<file path="config.mk">
export PLATFORM = sky130hd
export DESIGN_NAME = vx_commit_arbiter
export DESIGN_NICKNAME = d
export VERILOG_FILES = /design/src/rtl/vx_gpu_pkg.sv /design/src/rtl/vx_rr_lock_arbiter.sv /design/src/rtl/vx_commit_arbiter.sv
export SDC_FILE = /design/constraint.sdc
export NUM_CORES = 1
export LEC_CHECK = 0
export ABC_AREA = 1
export CAP_MARGIN = 25
export CORE_AREA = 2 2 454 456
export DETAILED_ROUTE_END_ITERATION = 10
export DIE_AREA = 0 0 456 458
export DONT_BUFFER_PORTS = 1
export PLACE_DENSITY = 0.3
export SYNTH_ARGS = -nofsm -noshare
export SYNTH_HDL_FRONTEND = slang
export SYNTH_SLANG_ARGS = --single-unit
</file>
<file path="constraint.sdc">
create_clock -name clk -period 3.2 [get_ports clk]
set_input_delay 0.64 -clock clk [delete_from_list [all_inputs] [get_ports clk]]
set_output_delay 0.64 -clock clk [all_outputs]
set_load 0.1 [all_outputs]
</file>
<file path="src/rtl/vx_gpu_pkg.sv">
// Shared widths, commit beat layout and lock-state encoding for the commit path.
package vx_gpu_pkg;

  localparam int unsigned NUM_INPUTS_C  = 4;
  localparam int unsigned NUM_THREADS_C = 4;
  localparam int unsigned NW_BITS_C     = 2;
  localparam int unsigned NR_BITS_C     = 6;
  localparam int unsigned UUID_BITS_C   = 44;
  localparam int unsigned XLEN_C        = 32;

  typedef struct packed {
    logic [UUID_BITS_C-1:0]          uuid;
    logic [NW_BITS_C-1:0]            wid;
    logic [NUM_THREADS_C-1:0]        tmask;
    logic [XLEN_C-1:0]               PC;
    logic [NR_BITS_C-1:0]            rd;
    logic                            wb;
    logic                            eop;
    logic [NUM_THREADS_C*XLEN_C-1:0] data;
  } commit_beat_t;

  typedef enum logic {
    LOCK_UNLOCKED = 1'b0,
    LOCK_LOCKED   = 1'b1
  } lock_state_e;

  function automatic int unsigned rr_index(input int unsigned base, input int unsigned off,
                                           input int unsigned n);
    return (base + off) % n;
  endfunction

  function automatic int unsigned rr_next(input int unsigned idx, input int unsigned n);
    return (idx + 1 == n) ? 0 : idx + 1;
  endfunction

endpackage

</file>
<file path="src/rtl/vx_rr_lock_arbiter.sv">
// Rotating-priority arbiter that stays locked to one requester for the
// duration of a multi-beat instruction.
module vx_rr_lock_arbiter
  import vx_gpu_pkg::*;
#(
  parameter int unsigned NUM_REQS = 4
) (
  input  logic                clk,
  input  logic                reset,
  input  logic [NUM_REQS-1:0] requests,
  input  logic                accept,
  input  logic                accept_eop,
  output logic [NUM_REQS-1:0] grant
);

  localparam int unsigned IDX_W = (NUM_REQS > 1) ? $clog2(NUM_REQS) : 1;
  typedef logic [IDX_W-1:0] idx_t;

  lock_state_e state_q, state_d;
  idx_t        ptr_q, ptr_d;
  idx_t        lock_idx_q, lock_idx_d;
  idx_t        grant_idx;
  logic        found;

  always_comb begin
    grant     = '0;
    grant_idx = '0;
    found     = 1'b0;
    if (state_q == LOCK_LOCKED) begin
      // Other sources stall even when the lock owner is idle.
      if (requests[lock_idx_q]) begin
        grant[lock_idx_q] = 1'b1;
        grant_idx         = lock_idx_q;
      end
    end else begin
      for (int unsigned off = 0; off < NUM_REQS; off++) begin
        if (!found && requests[idx_t'(rr_index(32'(ptr_q), off, NUM_REQS))]) begin
          found     = 1'b1;
          grant_idx = idx_t'(rr_index(32'(ptr_q), off, NUM_REQS));
          grant[grant_idx] = 1'b1;
        end
      end
    end
  end

  always_comb begin
    state_d    = state_q;
    ptr_d      = ptr_q;
    lock_idx_d = lock_idx_q;
    if (accept) begin
      if (accept_eop) begin
        state_d = LOCK_UNLOCKED;
        ptr_d   = idx_t'(rr_next(32'(grant_idx), NUM_REQS));
      end else begin
        state_d    = LOCK_LOCKED;
        lock_idx_d = grant_idx;
      end
    end
  end

  always_ff @(posedge clk) begin
    if (!reset) begin
      state_q    <= LOCK_UNLOCKED;
      ptr_q      <= '0;
      lock_idx_q <= '0;
    end else begin
      state_q    <= state_d;
      ptr_q      <= ptr_d;
      lock_idx_q <= lock_idx_d;
    end
  end

endmodule

</file>
<file path="src/rtl/vx_commit_arbiter.sv">
// Merges per-unit commit streams into one registered writeback stream and
// counts retired instructions.
module vx_commit_arbiter
  import vx_gpu_pkg::*;
#(
  parameter int unsigned NUM_INPUTS  = NUM_INPUTS_C,
  parameter int unsigned NUM_THREADS = NUM_THREADS_C,
  parameter int unsigned NW_BITS     = NW_BITS_C,
  parameter int unsigned NR_BITS     = NR_BITS_C,
  parameter int unsigned UUID_BITS   = UUID_BITS_C
) (
  input  logic                                clk,
  input  logic                                reset,
  input  logic [NUM_INPUTS-1:0]               in_valid,
  output logic [NUM_INPUTS-1:0]               in_ready,
  input  logic [NUM_INPUTS*UUID_BITS-1:0]     in_uuid,
  input  logic [NUM_INPUTS*NW_BITS-1:0]       in_wid,
  input  logic [NUM_INPUTS*NUM_THREADS-1:0]   in_tmask,
  input  logic [NUM_INPUTS*32-1:0]            in_PC,
  input  logic [NUM_INPUTS*NR_BITS-1:0]       in_rd,
  input  logic [NUM_INPUTS-1:0]               in_wb,
  input  logic [NUM_INPUTS-1:0]               in_eop,
  input  logic [NUM_INPUTS*NUM_THREADS*32-1:0] in_data,
  output logic                                out_valid,
  input  logic                                out_ready,
  output logic [UUID_BITS-1:0]                out_uuid,
  output logic [NW_BITS-1:0]                  out_wid,
  output logic [NUM_THREADS-1:0]              out_tmask,
  output logic [31:0]                         out_PC,
  output logic [NR_BITS-1:0]                  out_rd,
  output logic                                out_wb,
  output logic                                out_eop,
  output logic [NUM_THREADS*32-1:0]           out_data,
  output logic [63:0]                         perf_instrs
);

  commit_beat_t          in_beats [NUM_INPUTS];
  commit_beat_t          sel_beat;
  commit_beat_t          out_beat_q, out_beat_d;
  logic                  out_valid_q, out_valid_d;
  logic [63:0]           perf_q, perf_d;
  logic [NUM_INPUTS-1:0] grant;
  logic                  load_en;
  logic                  accept;

  always_comb begin
    for (int unsigned i = 0; i < NUM_INPUTS; i++) begin
      in_beats[i]       = '0;
      in_beats[i].uuid  = in_uuid[i*UUID_BITS +: UUID_BITS];
      in_beats[i].wid   = in_wid[i*NW_BITS +: NW_BITS];
      in_beats[i].tmask = in_tmask[i*NUM_THREADS +: NUM_THREADS];
      in_beats[i].PC    = in_PC[i*32 +: 32];
      in_beats[i].rd    = in_rd[i*NR_BITS +: NR_BITS];
      in_beats[i].wb    = in_wb[i];
      in_beats[i].eop   = in_eop[i];
      in_beats[i].data  = in_data[i*NUM_THREADS*32 +: NUM_THREADS*32];
    end
  end

  always_comb begin
    sel_beat = '0;
    for (int unsigned i = 0; i < NUM_INPUTS; i++) begin
      if (grant[i]) sel_beat = in_beats[i];
    end
  end

  assign load_en  = ~out_valid_q | out_ready;
  assign in_ready = grant & {NUM_INPUTS{load_en & reset}};
  assign accept   = |(in_ready & in_valid);

  vx_rr_lock_arbiter #(
    .NUM_REQS (NUM_INPUTS)
  ) u_arb (
    .clk        (clk),
    .reset      (reset),
    .requests   (in_valid),
    .accept     (accept),
    .accept_eop (sel_beat.eop),
    .grant      (grant)
  );

  always_comb begin
    out_valid_d = out_valid_q;
    out_beat_d  = out_beat_q;
    perf_d      = perf_q;
    if (load_en) begin
      out_valid_d = accept;
      if (accept) out_beat_d = sel_beat;
    end
    // Retirement is counted at the downstream handshake of the last beat.
    if (out_valid_q & out_ready & out_beat_q.eop) perf_d = perf_q + 64'd1;
  end

  always_ff @(posedge clk) begin
    if (!reset) begin
      out_valid_q <= 1'b0;
      out_beat_q  <= '0;
      perf_q      <= '0;
    end else begin
      out_valid_q <= out_valid_d;
      out_beat_q  <= out_beat_d;
      perf_q      <= perf_d;
    end
  end

  assign out_valid   = out_valid_q;
  assign out_uuid    = out_beat_q.uuid;
  assign out_wid     = out_beat_q.wid;
  assign out_tmask   = out_beat_q.tmask;
  assign out_PC      = out_beat_q.PC;
  assign out_rd      = out_beat_q.rd;
  assign out_wb      = out_beat_q.wb;
  assign out_eop     = out_beat_q.eop;
  assign out_data    = out_beat_q.data;
  assign perf_instrs = perf_q;

endmodule

</file>
Word-level counts from Yosys, hierarchy flattened
Cells that the tools add are included.
{"block": "classes", "n_addsub": 5, "n_lt_le_gt_ge": 10, "eq_ne": 1, "mux": 47, "n_bitwise": 11, "n_reduce_logical": 15}
{"cell": "$mux W218", "count": 4}
{"cell": "$add A64 B1 Y64 const B", "count": 1}
{"cell": "$mux W4", "count": 9}
{"cell": "$mux W1", "count": 17}
{"cell": "$lt A2 B3 Y1 const B", "count": 5}
{"cell": "$mux W2", "count": 7}
{"cell": "$or A4 B4 Y4", "count": 3}
{"cell": "$bmux W1 S2", "count": 5}
{"cell": "$demux W1 S2", "count": 5}
{"cell": "$ge A2 B1 Y1 const B", "count": 5}
{"cell": "$and A4 B4 Y4", "count": 2}
{"cell": "$logic_and A1 B1 Y1", "count": 8}
{"cell": "$reduce_and A2 Y1", "count": 3}
{"cell": "$add A2 B2 Y2 const B", "count": 2}
{"cell": "$reduce_or A4 Y1", "count": 1}
{"cell": "$add A2 B1 Y3 const B", "count": 1}
{"cell": "$and A1 B1 Y1", "count": 3}
{"cell": "$eq A3 B3 Y1 const B", "count": 1}
{"cell": "$logic_not A1 Y1", "count": 3}
{"cell": "$add A2 B1 Y2 const B", "count": 1}
{"cell": "$not A1 Y1", "count": 2}
{"cell": "$or A1 B1 Y1", "count": 1}
{"block": "word_totals", "register_bits": 288, "in_bits": 879, "output_inout_bits": 287, "wordCells": 102}

Logic depth before layout (Yosys ltp)
Gate-level depths: netlist of the first run.
{"block": "depth", "depth_word": 22, "mapped_depth": 22, "depth_no_buf": 19}

Modules after synthesis
Synthesis of the first run repeated with hierarchy kept, for this count alone.
{"block": "unflattened", "cells_unflattened": 3143, "hier_area_um2": 18475.2}
{"module": "vx_commit_arbiter", "n_inst": 1, "cells_each": 3015, "area_per_inst_um2": 17669.4, "seq_area_each_um2": 5665.4}
{"module": "vx_rr_lock_arbiter", "n_inst": 1, "cells_each": 128, "area_per_inst_um2": 805.8, "seq_area_each_um2": 100.1}

Worst setup path after synthesis of the first run
OpenSTA, ideal clock, no wires.
{"block": "synth_timing", "path_kind": "reg-to-output", "from": "register u_arb.ptr_q[0]", "to": "output port in_ready[2]", "arrival_time_ns": 3.156, "required_ns": 2.560, "slack_ns": -0.596, "path_stages_with_launch": 16, "n_path_buf": 3, "path_cell_list": "dfxtp_1 buf_6 inv_4 ha_1 inv_1 nand3_1 nand2_1 nor2_4 nand3_1 nand3_1 nand2_1 nand2_2 buf_6 buf_6 inv_2 nor2_1"}
{"block": "synth_between", "elab_chain_cells": 17, "word_cells_on_any_way": 55, "cone_classes": "3 x add/sub; 8 x order compare; 30 x mux; 4 x bitwise; 10 x reduce/logical"}
{"item": "from (decl)", "line_no": "vx_rr_lock_arbiter.sv:20", "text": "idx_t ptr_q, ptr_d;"}
{"item": "from (signal assigned)", "line_no": "vx_rr_lock_arbiter.sv:68", "text": "ptr_q <= ptr_d;"}
{"item": "parallel branches: the longest is 14 deep, another holds $lt A2 B3 Y1"}
{"item": "$mux W4 *", "line_no": "vx_rr_lock_arbiter.sv:37", "text": "if (!found && requests[idx_t'(rr_index(32'(ptr_q), off, NUM_REQS))]) begin"}
{"item": "$mux W4 *", "line_no": "vx_rr_lock_arbiter.sv:29", "text": "if (state_q == LOCK_LOCKED) begin"}
{"item": "$and A4 B4 Y4 *", "line_no": "vx_commit_arbiter.sv:68", "text": "assign in_ready = grant & {NUM_INPUTS{load_en & reset}};"}
{"item": "to (decl)", "line_no": "vx_commit_arbiter.sv:15", "text": "output logic [NUM_INPUTS-1:0] in_ready,"}
Every way passes the cells marked *. The select of a mux whose other input is x is not followed.

Worst setup path in the final report of the first run
{"block": "layout_timing", "from": "register u_arb.ptr_q[0]", "to": "output port in_ready[1]"}
The elaborated chain is that of the path after synthesis.

==> results.cfg, run 1 <==
[worst_setup_path]
cp.arrival_ps = 2520
endpoint_kind = primary output
crit_fanout = 8
reg2reg_depth = 17
required_ps = 2560
crit_path_start_kind = register
critical_path_class = register to primary output

[sta]
grt_setup_unrepaired = yes
max_freq_mhz = 316.2
setup_viol = 0
setup_tns_ps = 0
layout_setup_ws_ps = 37.25
fin_crit_sh_pct = 98.84
slew_headroom_pct = 23.96
worst_slew_pin_slew_ps = 1139
fin_worst_skew_ps = 29.39
hold_ws_ps = 159.1
finalHoldViolCount = 0
slew_viol_final = 0
fin_crit_ps = 3163

[placement]
pre_cts_ws_ps = -84.04
post_dp_cell_area_um2 = 24320
place_congestion = 0.9361
numPortBuffers = 0
dp_hpwl_um = 121400

[cells_and_area]
regArea_um2 = 5786
fin_nets = 4251
multi_input_area_um2 = 11530
final_layout_size_suffix_gt1_share_pct = 12.49
utilization_pct = 12.98
final_cell_mix = nand2_1 (772), a21oi_1 (466), o21ai_0 (451)
fillers = 23850
area_growth_syn_to_layout_pct = 34.74
stdcell_area_um2 = 26450
final_common_cell = nand2_1

[logic_synthesis]
netlist_instances = 3301
ys_ff_latch = 288
synth_edf_count = 0
synth_fp_nets = 4187
synth.distinct_cells = 39
yosys_most_used_dff = dfxtp_1
ys_top_cells_by_area = dfxtp_1 (29%), nand2_1 (15%), a21oi_1 (12%)
synth_top_area_share_pct = 29.37
syn_area_um2 = 19630
seq_area_frac_synth_pct = 29.37
synth_top_cell_by_area = dfxtp_1
yosysWarnings = 0
syn_avg_cell_area_um2 = 5.948
postSynth.asyncResetShare_pct = 0

[power]
internal_power_mw = 17.31
pwr-share-clk_pct = 12.8
p_leak_nw = 10.58
p_switching_mw = 27.80
ir_worst_vdd_mv = 0.7274
pwr_density_cell_nw_per_um2 = 1705
p_sw_share_pct = 61.63
p_seq_share_pct = 18.5
pwr-share-comb_pct = 68.7

[floorplan]
rows = 166
coreArea_um2 = 203800
die_width_um = 456
initial_core_util_pct = 9.636
dieArea_um2 = 208800
io_pins = 1166
die_h_um = 458

[clock_network]
cts_root_buffer = clkbuf_16
clockBufferDepth = 3
h-tree-depth = 2
clk_pin_slew_ps = 60
cts_made_buffers = 47
cts.sinks = 288
cts_tree = done
clkLatencyLatePin_ps = 660

[outcome]
status = finished clean

[detailed_routing]
wire_per_inst_um = 24.26
ant_nets = 0
via_count = 22990
via_per_inst = 3.756
dr.pass1.iters = 5
drcViolationCount = 0
wl_um = 148500
drt-initial-drc-count = 1724

[global_routing]
grt_max_degree = 249
globalRouteOverflowTotal = 0
grt_pass1_vias = 22210
global_route.usage.total_pct = 13.49
grt_pass1_wl_um = 196100
antenna_found_initial = 53

[min_path]
hp-class = input port to register
holdPathStages = 2

[flow_run]
maxCapViolCount = 0
-- cell type report --
cell class              instances  area share, %
multi-input cells            2422          43.58
flip-flops and latches        288          21.87
well taps                    2688          12.71
repair buffers                288          10.69
clock buffers                  62          4.886
inverters                     318          4.531
clock inverters                25          1.443
diodes                         30         0.2838
-- metrics by stage --
stage                     total power, mW  std cells
after global placement              38.88       5985
final                               45.10       6121
after global routing                49.22       6111
after floorplan                     27.04       3301
after CTS                           45.66       6087
after detailed placement            38.89       5991
-- worst max-delay path, cell delays in order (launching register included) --
cell	delay (ps)
dfxtp_4	370
inv_4	50
ha_4	290
inv_4	40
nand3_2	60
nand2_2	70
nor2_4	220
nand3_2	130
nand3_4	120
a21oi_4	70
buf_12	150
nor2_4	90
buf_12	190
-- state kept, by name, indices dropped and copies added, names as in the netlist --
signal            count
u_arb.lock_idx_q      2
out_wid               2
u_arb.state_q         1
perf_instrs          64
out_valid             1
out_PC               32
out_tmask             4
out_uuid             44
out_wb                1
u_arb.ptr_q           2
out_data            128
out_rd                6
out_eop               1
-- power by group through the flow --
stage | sequential, mW | combinational, mW | clock [mW]
detailed placement | 8.46 | 30.4 | 0
CTS | 8.41 | 31.2 | 6.08
floorplan | 9.77 | 17.3 | 0
global placement | 8.55 | 30.3 | 0
global route | 8.45 | 34.6 | 6.17
finish | 8.34 | 31.0 | 5.78
-- cells by family after synthesis --
group           synth area share, %
xor+xnor                      1.383
simple gates                  26.19
flops                         29.37
compound gates                29.52
buf+inv                       13.10
fa+ha+maj                    0.4461
-- cells in the mapped netlist, types with 2 or more instances --
master	instances
nand2_1	781
a21oi_1	468
o21ai_0	455
inv_1	311
dfxtp_1	288
nand3_1	264
o21ai_1	217
clkbuf_1	118
nor2_1	104
buf_2	92
nor3_1	36
buf_4	27
xor2_1	24
nand4_1	19
buf_1	18
buf_6	16
nor4_1	13
ha_1	7
xnor2_1	7
inv_2	5
nand2_2	5
a211oi_1	3
nor2_2	3
a21boi_0	2
nand2_4	2
nand3_2	2
o21a_1	2
-- metal layers --
layer | part of all wire [%] | track usage, % | wire, um
met1 | 39 | 15.74 | 58520
met5 | 0.10 | 0 | 154
met2 | 49 | 22.77 | 72100
met3 | 10 | 5.536 | 14900
met4 | 1.9 | 3.313 | 2799
-- final timing paths --
kind	startpoint	end	slack, ps
worst max-delay path	u_arb.ptr_q[0]$_SDFFE_PN0P_	in_ready[1]	40
worst min-delay path	reset	perf_instrs[59]$_SDFFE_PN0P_	160
worst max register to register	u_arb.ptr_q[0]$_SDFFE_PN0P_	out_uuid[16]$_SDFFE_PN0P_	130
worst min register to register	perf_instrs[1]$_SDFFE_PN0P_	perf_instrs[1]$_SDFFE_PN0P_	490
-- timing repair --
item                                    CTS  global route
cloned                                    2             1
resized for setup                        22            32
pin swaps                                 5             6
setup buffers                             7             1
endpoints found under the setup margin    6            67
hold buffers                              0             0
Note: power is estimated with default switching activity, not from simulation.
==> inputs of run 2 (changes only) <==
--- a/config.mk
+++ b/config.mk
@@ -11,6 +11,7 @@
 export DETAILED_ROUTE_END_ITERATION = 10
 export DIE_AREA = 0 0 456 458
 export DONT_BUFFER_PORTS = 1
+export MAX_ROUTING_LAYER = met4
 export PLACE_DENSITY = 0.3
 export SYNTH_ARGS = -nofsm -noshare
 export SYNTH_HDL_FRONTEND = slang
==> constraint.sdc (replaced) <==
create_clock -name clk -period 2.76 [get_ports clk]
set_input_delay 0.552 -clock clk [delete_from_list [all_inputs] [get_ports clk]]
set_output_delay 0.552 -clock clk [all_outputs]
set_load 0.1 [all_outputs]
==> run 2 against run 1 <==
The run now ends with negative setup slack left; sequential share of layout area fell by 4.4 points; non-clock buffer count rose by 426; first-iteration DRC count rose by 3.9%; highest routed layer is now met4.
==> results.cfg, run 2 (synthesis results as in run 1) <==
[outcome]
status = finished with violations
violations = negative setup slack

[placement]
dp_hpwl_um = 128100
place_inst = 6260
numPortBuffers = 0
post_dp_cell_area_um2 = 26650
place_congestion = 0.9667

[min_path]
hp-class = input port to register

[clock_network]
cts.sinks = 288
clockBufferDepth = 3
cts_made_buffers = 45
clkLatencyLatePin_ps = 660
cts_root_buffer = clkbuf_16
cts_tree = done
clk_pin_slew_ps = 60
h-tree-depth = 2

[detailed_routing]
wire_per_inst_um = 25.42
drt-initial-drc-count = 1791
dr.pass1.iters = 7
ant_nets = 0
via_per_inst = 3.827
wl_um = 166400
drcViolationCount = 0
via_count = 25050

[cells_and_area]
final_cell_mix = nand2_1 (690), buf_4 (479), a21oi_1 (395)
final_cells = 6545
final_common_cell = nand2_1
utilization_pct = 16.33
multi_input_area_um2 = 13120
stdcell_area_um2 = 33280
regArea_um2 = 5802
final_layout_size_suffix_gt1_share_pct = 31.44
fin_nets = 4675
fillers = 23390
area_growth_syn_to_layout_pct = 69.49
largest_reg_flops = 128

[sta]
slew_viol_final = 0
worst_slew_pin_slew_ps = 1012
fin_crit_sh_pct = 114.0
slew_headroom_pct = 32.46
fin_worst_skew_ps = 32.37
fin_crit_ps = 3146
finalHoldViolCount = 0
grt_setup_unrepaired = yes
layout_setup_ws_ps = -385.7
max_freq_mhz = 317.9
setup_viol = 212

[floorplan]
dieArea_um2 = 208800
coreArea_um2 = 203800
io_pins = 1166
rows = 166
initial_core_util_pct = 9.636
die_width_um = 456
die_h_um = 458

[worst_setup_path]
crit_fanout = 5
crit_path_start_kind = register
r2r_slack_ps = -270
critical_path_class = register to primary output
cp.arrival_ps = 2590
required_ps = 2210
endpoint_kind = primary output

[global_routing]
grt_max_degree = 244
global_route.usage.total_pct = 14.79
antenna_found_initial = 52
grt_pass1_vias = 23690
grt_pass1_wl_um = 208600
globalRouteOverflowTotal = 0

[flow_run]
maxCapViolCount = 0
[run 2: cell type report]
type	instances	area share [%]
multi-input cells	2422	39.43
repair buffers	714	24.43
flip-flops and latches	288	17.43
well taps	2688	10.11
clock buffers	58	3.741
inverters	318	3.625
clock inverters	23	0.9776
diodes	34	0.2557
[run 2: final timing paths]
| kind | from | depth (start not counted) | end |
|---|---|---|---|
| setup / recovery | u_arb.ptr_q[0]$_SDFFE_PN0P_ | 13 | in_ready[1] |
| hold / removal | reset | 2 | perf_instrs[51]$_SDFFE_PN0P_ |
| setup reg to reg | u_arb.ptr_q[0]$_SDFFE_PN0P_ | 20 | out_uuid[11]$_SDFFE_PN0P_ |
| hold reg to reg | perf_instrs[1]$_SDFFE_PN0P_ | 2 | perf_instrs[1]$_SDFFE_PN0P_ |
[run 2: metal layers]
layer / GRT usage (%) / wire length [um]
met1: 16.44 / 64730
met2: 25.20 / 83060
met3: 4.841 / 14250
met4: 4.077 / 4322
met5: - / 0
[run 2: what timing repair did]
action | 4_1_cts | 5_1_grt
hold endpoints to repair | 4 | 0
gates resized for setup | 285 | 487
buffers inserted | 60 | 64
hold buffers | 5 | 0
pin swaps | 105 | 325
setup endpoints to repair | 159 | 233
cloned | 22 | 34
[run 2: critical path, cell delays in order, from the launching register on]
cell     delay (ps)
dfxtp_4         380
inv_8            40
ha_4            300
inv_4            50
nand3_4          60
nand2_4          70
nor2_4          200
nand3_2         100
nand3_2         110
a21oi_4          70
buf_12          140
buf_16          130
nor2_4          100
buf_12          180
[run 2: metrics by stage]
stage	TNS, ps	hold WS, ps	worst slack [ps]
3_5_place_dp	-13830	491.6	-486.5
5_1_grt	-61970	24.60	-513.3
4_1_cts	-31880	24.83	-462.2
3_3_place_gp	-14370	494.6	-503.3
6_report	-29400	64.80	-385.7
2_1_floorplan	-12010	516.3	-102.0
Power of run 2 is left out: the tool's default activity adds up to more than one toggle a clock period on the data nets, which glitch-free logic cannot reach.
